File: config.mk
export PLATFORM = sky130hd
export DESIGN_NAME = split_bus_arbiter
export DESIGN_NICKNAME = d
export VERILOG_FILES = /design/src/rtl/split_bus_arbiter.sv
export SDC_FILE = /design/constraint.sdc
export NUM_CORES = 1
export LEC_CHECK = 0
export ABC_CLOCK_PERIOD_IN_PS = 1700
export BUFFER_PORTS_ARGS = -buffer_cell sky130_fd_sc_hd__buf_2
export CAP_MARGIN = 20
export CORE_UTILIZATION = 53
export CTS_CLUSTER_DIAMETER = 40
export DETAILED_ROUTE_END_ITERATION = 7
export PLACE_DENSITY = 0.7
export SETUP_SLACK_MARGIN = 0.02
export SLEW_MARGIN = 5
export SYNTH_ARGS = -nofsm -noshare
export SYNTH_HDL_FRONTEND = slang
export SYNTH_SLANG_ARGS = --single-unit
File: constraint.sdc
create_clock -name clk -period 1.7 [get_ports clk]
set_input_delay 0.17 -clock clk [delete_from_list [all_inputs] [get_ports clk]]
set_output_delay 0.17 -clock clk [all_outputs]
set_load 0.01 [all_outputs]
File: src/rtl/split_bus_arbiter.sv
// Two-master serial bus arbiter with split-transaction parking
// and a bounded wait timeout in START, WAIT_SLV and XFER.
module split_bus_arbiter #(
    parameter int ADDR_W  = 2,
    parameter int TIMEOUT = 64
) (
    input  logic              clk,
    input  logic              rstn,
    input  logic              m1_req,
    input  logic              m2_req,
    input  logic              m1_tx,
    input  logic              m2_tx,
    input  logic              slv_ready,
    input  logic              slv_responded,
    input  logic              slv_split,
    input  logic              split_done,
    output logic              m1,
    output logic              m2,
    output logic [ADDR_W-1:0] addr,
    output logic              addr_rdy,
    output logic              split_pending,
    output logic              timeout_err
);

    localparam int TW = $clog2(TIMEOUT);
    localparam int CW = $clog2(ADDR_W + 1);

    typedef enum logic [2:0] {
        IDLE, START, ADDR, WAIT_SLV, XFER, RESUME
    } state_t;

    state_t            state_q, state_d;
    logic              m1_q, m1_d;
    logic              m2_q, m2_d;
    logic              last_q, last_d;   // 1: master2 held the bus last
    logic              park_q, park_d;   // 1: master2 is the parked one
    logic              pend_q, pend_d;
    logic              sdl_q, sdl_d;     // split_done seen while busy
    logic              cap_q, cap_d;     // shift register just filled
    logic              rdy_q, rdy_d;
    logic              terr_q, terr_d;
    logic [ADDR_W-1:0] addr_q, addr_d;
    logic [ADDR_W-1:0] shift_q, shift_d;
    logic [ADDR_W-1:0] paddr_q, paddr_d;
    logic [CW-1:0]     cnt_q, cnt_d;
    logic [TW-1:0]     timer_q, timer_d;

    logic tx;
    logic el1;
    logic el2;
    logic expired;
    logic counting;
    logic done;

    assign tx       = m2_q ? m2_tx : m1_tx;
    assign el1      = m1_req & ~(pend_q & ~park_q);
    assign el2      = m2_req & ~(pend_q & park_q);
    assign expired  = (timer_q == TW'(TIMEOUT - 1));
    assign counting = (state_q == START) || (state_q == WAIT_SLV) ||
                      (state_q == XFER);

    // Next-state and registered-output logic for the grant FSM.
    always_comb begin
        state_d = state_q;
        m1_d    = m1_q;
        m2_d    = m2_q;
        last_d  = last_q;
        park_d  = park_q;
        pend_d  = pend_q;
        addr_d  = addr_q;
        shift_d = shift_q;
        paddr_d = paddr_q;
        cnt_d   = cnt_q;
        rdy_d   = 1'b0;
        terr_d  = 1'b0;
        cap_d   = 1'b0;
        done    = 1'b0;
        sdl_d   = sdl_q | (split_done & pend_q &
                  (state_q != IDLE) & (state_q != RESUME));

        if (cap_q) begin
            addr_d = shift_q;
            rdy_d  = 1'b1;
        end

        unique case (state_q)
            IDLE: begin
                if (pend_q & (split_done | sdl_q)) begin
                    state_d = RESUME;
                    m1_d    = ~park_q;
                    m2_d    = park_q;
                    sdl_d   = 1'b0;
                end else if (el1 & (~el2 | last_q)) begin
                    state_d = START;
                    m1_d    = 1'b1;
                end else if (el2) begin
                    state_d = START;
                    m2_d    = 1'b1;
                end
            end
            START: begin
                if (!tx) begin
                    state_d = ADDR;
                    cnt_d   = '0;
                end else if (expired) begin
                    terr_d = 1'b1;
                end
            end
            ADDR: begin
                shift_d = (shift_q << 1) | ADDR_W'(tx);
                cnt_d   = cnt_q + CW'(1);
                if (cnt_q == CW'(ADDR_W - 1)) begin
                    state_d = WAIT_SLV;
                    cap_d   = 1'b1;
                end
            end
            WAIT_SLV: begin
                if (slv_ready) begin
                    state_d = XFER;
                end else if (expired) begin
                    terr_d = 1'b1;
                end
            end
            XFER: begin
                if (slv_responded | (slv_split & pend_q)) begin
                    done = 1'b1;
                end else if (slv_split) begin
                    park_d  = m2_q;
                    paddr_d = addr_q;
                    pend_d  = 1'b1;
                    done    = 1'b1;
                end else if (expired) begin
                    terr_d = 1'b1;
                end
            end
            RESUME: begin
                addr_d  = paddr_q;
                rdy_d   = 1'b1;
                pend_d  = 1'b0;
                state_d = WAIT_SLV;
            end
            default: state_d = IDLE;
        endcase

        if (done | terr_d) begin
            m1_d    = 1'b0;
            m2_d    = 1'b0;
            last_d  = m2_q;
            state_d = IDLE;
        end

        if ((state_d != state_q) || !counting) begin
            timer_d = '0;
        end else begin
            timer_d = timer_q + TW'(1);
        end
    end

    // State and output registers, cleared asynchronously.
    always_ff @(posedge clk or negedge rstn) begin
        if (!rstn) begin
            state_q <= IDLE;
            m1_q    <= 1'b0;
            m2_q    <= 1'b0;
            last_q  <= 1'b1;
            park_q  <= 1'b0;
            pend_q  <= 1'b0;
            sdl_q   <= 1'b0;
            cap_q   <= 1'b0;
            rdy_q   <= 1'b0;
            terr_q  <= 1'b0;
            addr_q  <= '0;
            shift_q <= '0;
            paddr_q <= '0;
            cnt_q   <= '0;
            timer_q <= '0;
        end else begin
            state_q <= state_d;
            m1_q    <= m1_d;
            m2_q    <= m2_d;
            last_q  <= last_d;
            park_q  <= park_d;
            pend_q  <= pend_d;
            sdl_q   <= sdl_d;
            cap_q   <= cap_d;
            rdy_q   <= rdy_d;
            terr_q  <= terr_d;
            addr_q  <= addr_d;
            shift_q <= shift_d;
            paddr_q <= paddr_d;
            cnt_q   <= cnt_d;
            timer_q <= timer_d;
        end
    end

    assign m1            = m1_q;
    assign m2            = m2_q;
    assign addr          = addr_q;
    assign addr_rdy      = rdy_q;
    assign split_pending = pend_q;
    assign timeout_err   = terr_q;

endmodule

**Word level (Yosys, flattened, before mapping)**

Index checks and enable logic that the tools add are counted.
W data, S select, Z words.

- ROM bits: 0
- Latch bits: 0
- Output and inout bits: 7
- RAM bits: 0
- Memories: 0
- Input port bits: 10
- Flip-flop bits (word level): 26

- Bitwise gates (word level): 21
- Reduce and logical (&&, ||, !) cells: 17
- Multipliers: 0
- Magnitude comparators: 0
- Eq/ne operators: 13
- Shift-type cells: 0
- Divide/modulo/power cells: 0
- Add/subtract/negate cells: 2
- Multiplexer cells: 41

Operators by type and width:

| cell | number |
|---|---|
| $mux W1 | 26 |
| $mux W3 | 7 |
| $pmux W3 S6 | 1 |
| $and A1 B1 Y1 | 10 |
| $reduce_and A3 Y1 | 3 |
| $reduce_bool A3 Y1 | 3 |
| $reduce_bool A2 Y1 | 4 |
| $add A6 B1 Y6 const B | 1 |
| $eq A3 B2 Y1 const B | 2 |
| $eq A3 B3 Y1 const B | 2 |
| $eq A6 B6 Y1 const B | 1 |
| $mux W2 | 3 |
| $mux W6 | 1 |
| $ne A2 B2 Y1 const B | 3 |
| $not A1 Y1 | 5 |
| $or A1 B1 Y1 | 5 |
| $pmux W2 S2 | 1 |
| $reduce_and A2 Y1 | 2 |
| $eq A3 B1 Y1 const B | 1 |
| $logic_not A3 Y1 | 1 |
| $logic_or A1 B1 Y1 | 3 |
| $ne A3 B2 Y1 const B | 1 |
| $ne A3 B3 Y1 | 1 |
| $ne A3 B3 Y1 const B | 1 |
| other kinds (6) | 6 |

**Longest topological paths before layout**

- Depth in word-level cells: 13
- Mapped depth: 6
- Gate-level depth less buffers: 5

**Least setup slack after synthesis**

No wires, ideal clock.

- Kind: flip-flop to flip-flop
- Start point: register state_q[0]
- End point: register last_q
- Setup slack: 125 ps
- Setup time: 85 ps
- Path buffers: 1
- Data arrival time: 1,490 ps
- Clock period less this slack: 1,575 ps
- Cell stages (with the launch flop): 6
- Path through: dfrtp_1 > buf_2 > nor3b_4 > o21ai_1 > a2bb2oi_4 > mux2_1

- Longest elaborated chain between the ends: 3
- Elaborated cells on any way between the ends: 6
- Classes of those cells: eq/ne (3); mux (2); bitwise (1)

Ends and longest elaborated chain:

| item | line | RTL |
|---|---|---|
| start: declaration | 32 | `state_t state_q, state_d;` |
| start signal: assignment | 178 | `state_q <= state_d;` |
| $eq A3 B3 Y1 (tied with other cells) | 86 | `unique case (state_q)` |
| $pmux W1 S3 or $mux W1 (tied branches) | 86 |  |
| $or A1 B1 Y1 (*) | 145 | `if (done \| terr_d) begin` |
| end signal: assignment | 181 | `last_q <= last_d;` |
| end: declaration | 35 | `logic last_q, last_d;` |

Mark *: on every way between the ends. The rest lies on a longest branch, timed or not.
A chain may end at the register's enable or synchronous reset.

**Worst setup path after layout**

- Start point: register state_q[1]
- End point: register last_q

Same word-level chain as after synthesis.

==> impl.org <==
** Synth
- Sequential-to-total area share from yosys stat :: 49.3%
- Share of synthesized area spent on multiplexers :: 7.57%
- Of the total synthesized cell area, the portion taken by XOR and XNOR cells is 2.65%.
- Post-synth ARST share :: 100%
- Flop and latch count out of synthesis :: 26
- Post-Syn Nets :: 138
- Ys flop type :: dfrtp_1
- Compound-Gate Fraction of Synth Area :: 16.2%
- Avg Cell Area, Syn :: 10.5 µm²
- Yosys synthesis warning count :: 0
- Area fraction in and, or, nand and nor cells after synthesis :: 19.0%
- By area the synthesized netlist is led by dfrtp_1 (47%), nor2_1 (4.8%), mux2_2 (3.4%), a21oi_1 (3.0%), mux2i_1 (2.3%).
- Share of synthesized cell area in full adder, half adder and majority cells :: 1.89%
- Post-synthesis cell type count :: 41
- In this run the cell area of the synthesized design comes to 1320 µm².
- Library cell with the largest summed area after synthesis :: dfrtp_1
- Share of the synthesized area in the top cell type :: 47.3%
- The cell count after synthesis came out at 126.
- Largest family of logic cells by synthesized area :: simple AND/OR/NAND/NOR gates
- Number of enable-type register cells in the synthesized netlist :: 0

** Floorplan
- Die Y :: 52.0 µm
- Once the floorplan was initialized, standard cells occupied 58.1% of the core.
- Top Ports :: 17
- The floorplan step defined a core boundary enclosing 2280 µm².
- Number of cell rows :: 17
- Die footprint :: 2700 µm²
- The die is 52.0 µm wide.

** CTS
- TritonCTS built the clock tree.
- After clock tree synthesis, the clock-pin slew on the worst setup and hold paths is 140 ps.
- No sink is reached through more buffers than the 2 on the longest clock path.
- Clock sink count :: 26
- The later pin in the worst-skew pair is clocked with a latency of 330 ps.
- Counting the buffers created by CTS gives 3.
- H-Tree Depth :: 1
- The cell sitting at the root of the clock tree is a clkbuf_4.

** Timing
- Hold is met by 149 ps.
- Setup repair after global routing left no endpoint under its margin.
- In this run the tightest slew margin relative to its limit is 61.8%.
- Share of the cycle needed by the critical path after routing :: 95.5%
- Transition time at the pin with the least slew margin :: 572 ps
- Timing-limited maximum frequency :: 616 MHz
- Final worst clock skew :: 5.42 ps
- Min Clock Period, post-route :: 1620 ps
- Endpoints failing setup :: 0
- Final sum of negative setup slack :: 0 ps
- Final-report max-slew violation count :: 0
- Number of hold violations in the final report :: 0

** Pwr
- Power density normalized to cell area :: 1600 nW/µm²
- Static leakage power :: 0.000707 µW
- Highest ir drop seen on vdd :: 921 µV

** Worst setup path
- The worst setup path is launched from a flip-flop.
- STA classifies the critical path endpoint as a flip-flop.
- Among all stages on the critical path, the largest delay is contributed by dfrtp_1.
- Together, buffers and inverters on the worst path number 0.
- Of all nets on the critical path, the largest fanout is 7.
- Arrival time reported for the critical path endpoint :: 1890 ps
- The cell family contributing the most delay on the critical path is compound AO/OA/AOI/OAI gates.
- On the worst path, the slowest cell contributes a delay of 520 ps.
- The signal on the critical path passes through o41ai_4 -> a2bb2oi_4 -> mux2_1.
- Required time at the worst-slack endpoint :: 1970 ps
- The setup path with the least slack is of type flip-flop to flip-flop.

** Place
- Weighted congestion at the end of routability-driven global placement :: 0.836
- Number of buffers added on ports :: 16
- DPL Wire Length :: 1900 µm

** Global route
- Maximum number of pins on one net before global-route repair :: 27
- The layer flagged by global routing as most heavily used is met2.
- Global routing used 29.9% of the available met1 tracks.
- Global route overflow :: 0
- GRT Resource Usage Total :: 22.9%
- For this run, global-route usage on met2 was measured as 37.4%.
- Number of antenna violations at the first check in global routing :: 0
- The first global-routing pass estimated 4400 µm of wire.
- Number of global-route vias before repair :: 945
- Met3 track demand over resource :: 2.92%

** Run status
- The run finished with clean final reports.

** Route
- Count of TritonRoute iterations in the first routing pass :: 4
- In the final routed layout, each cell accounts on average for 15.0 µm.
- Total detailed-routing wirelength :: 2680 µm
- In this run, the number of DRC markers left after iteration 0 of detailed routing was 28.
- Detailed-route vias per instance :: 5.70
- In this run the remaining antenna-violating nets after routing total 0.
- In the routed design, unresolved DRC markers number 0.
- Detailed routing inserted a total of 1014 vias.

** Hold path
- Worst hold path class :: input pin to flip-flop

** Final layout
- In the final layout, the share of cells above drive strength 1 is 28.0%.
- Number of nets at the end of the flow :: 163
- The repair_antennas step left the layout with diodes totalling 0.
- Number of filler instances in the final layout :: 171
- The area growth from synthesis to layout is 16.9%.

** Job
- The tool flagged a number of max-cap violations equal to 0.
## synthesized netlist by cell type (all sizes together) (2+ instances only)
cell     n
nor3     5
and3     2
xnor2    2
mux2i    4
nand3    4
nor2b    2
ha       2
a21oi    8
dfrtp   25
nand2b   2
o21ai    5
buf      3
clkbuf   3
nor2    17
o21bai   3
inv      5
nor3b    2
a311oi   3
mux2     5
xor2     2
nand2    7
nand3b   2
## flip-flops by register name, summed over array words and instances (netlist names)
signal         flops
shift_q            2
last_q             1
m1                 1
sdl_q              1
m2                 1
split_pending      1
cap_q              1
cnt_q              2
state_q            3
timeout_err        1
addr               2
addr_rdy           1
timer_q            6
paddr_q            2
park_q             1
## placed cells by master (no fill, tap or decap), types with 3 or more instances in the layout
cell / netlist / layout
buf_4: 0 / 9
mux2i_1: 3 / 3
inv_1: 4 / 4
clkbuf_4: 0 / 3
o21bai_1: 3 / 3
buf_2: 3 / 16
a21oi_1: 8 / 8
nand2_1: 7 / 7
nor2_1: 17 / 17
mux2_2: 4 / 4
a311oi_1: 3 / 3
o21ai_0: 3 / 3
nand3_1: 4 / 4
nor3_1: 4 / 4
dfrtp_1: 25 / 25
## tightest hold or removal path: stages
cell	delay, ps
buf_2	120
o2111ai_1	70
a221oi_1	80
## timing repair
item                                    in CTS  in global routing
buffers inserted                             0                  1
resized for setup                            0                  2
hold buffers                                 1                  0
hold endpoints to repair                    25                  0
endpoints found under the setup margin       0                  1
## routing by layer
metal | part of all wire, % | routed length [µm]
met5 | 0 | 0
met4 | 1.3 | 35
met3 | 3.2 | 85
met2 | 51 | 1370
met1 | 44 | 1190
## power breakdown
part | internal (µW) | switching [µW] | total (µW)
logic | 486 | 518 | 1000
clock network | 239 | 192 | 430
registers | 830 | 209 | 1040
## metrics by stage
| step | cell area, µm² | setup slack (ps) | util, % | power, µW | std cells |
|---|---|---|---|---|---|
| finish | 1550 | 77.0 | 67.9 | 2470 | 178 |
| global route | 1550 | 6.07 | 67.9 | 2660 | 178 |
| CTS | 1530 | 38.6 | 67.4 | 2480 | 177 |
| detailed placement | 1470 | 56.1 | 64.7 | 2040 | 172 |
| global placement | 1470 | 120 | 64.7 | 2000 | 172 |
| floorplan | 1320 | 125 | - | 1720 | 126 |
## final timing paths
kind / slack, ps / endpoint / cells after the start / start
worst max-delay path: 80 / last_q / 3 / state_q[1]
worst min register to register: 480 / timer_q[0] / 1 / timer_q[0]
worst min-delay path: 150 / m2 / 3 / m2_req
worst max register to register: 80 / last_q / 3 / state_q[1]
min in group asynchronous: 350 / timer_q[5] / 2 / rstn
max in group asynchronous: 970 / last_q / 2 / rstn
## logic make-up after synthesis
family	Yosys count
AO/OA/AOI/OAI	27
buffers and inverters	11
AND/OR/NAND/NOR	47
multiplexers	9
XOR/XNOR	4
adder cells (fa/ha/maj)	2
flip-flops	26
## cell type report
cell class | instances | area, µm² | area share [%]
Timing Repair Buffer | 26 | 158 | 10.2
Sequential cell | 26 | 652 | 42.2
Tap cell | 28 | 35.0 | 2.27
Clock buffer | 3 | 22.5 | 1.46
Inverter | 5 | 18.8 | 1.21
Clock inverter | 1 | 30.0 | 1.94
Multi-Input combinational cell | 89 | 631 | 40.8
No activity file was read; power rests on OpenSTA's default activity.
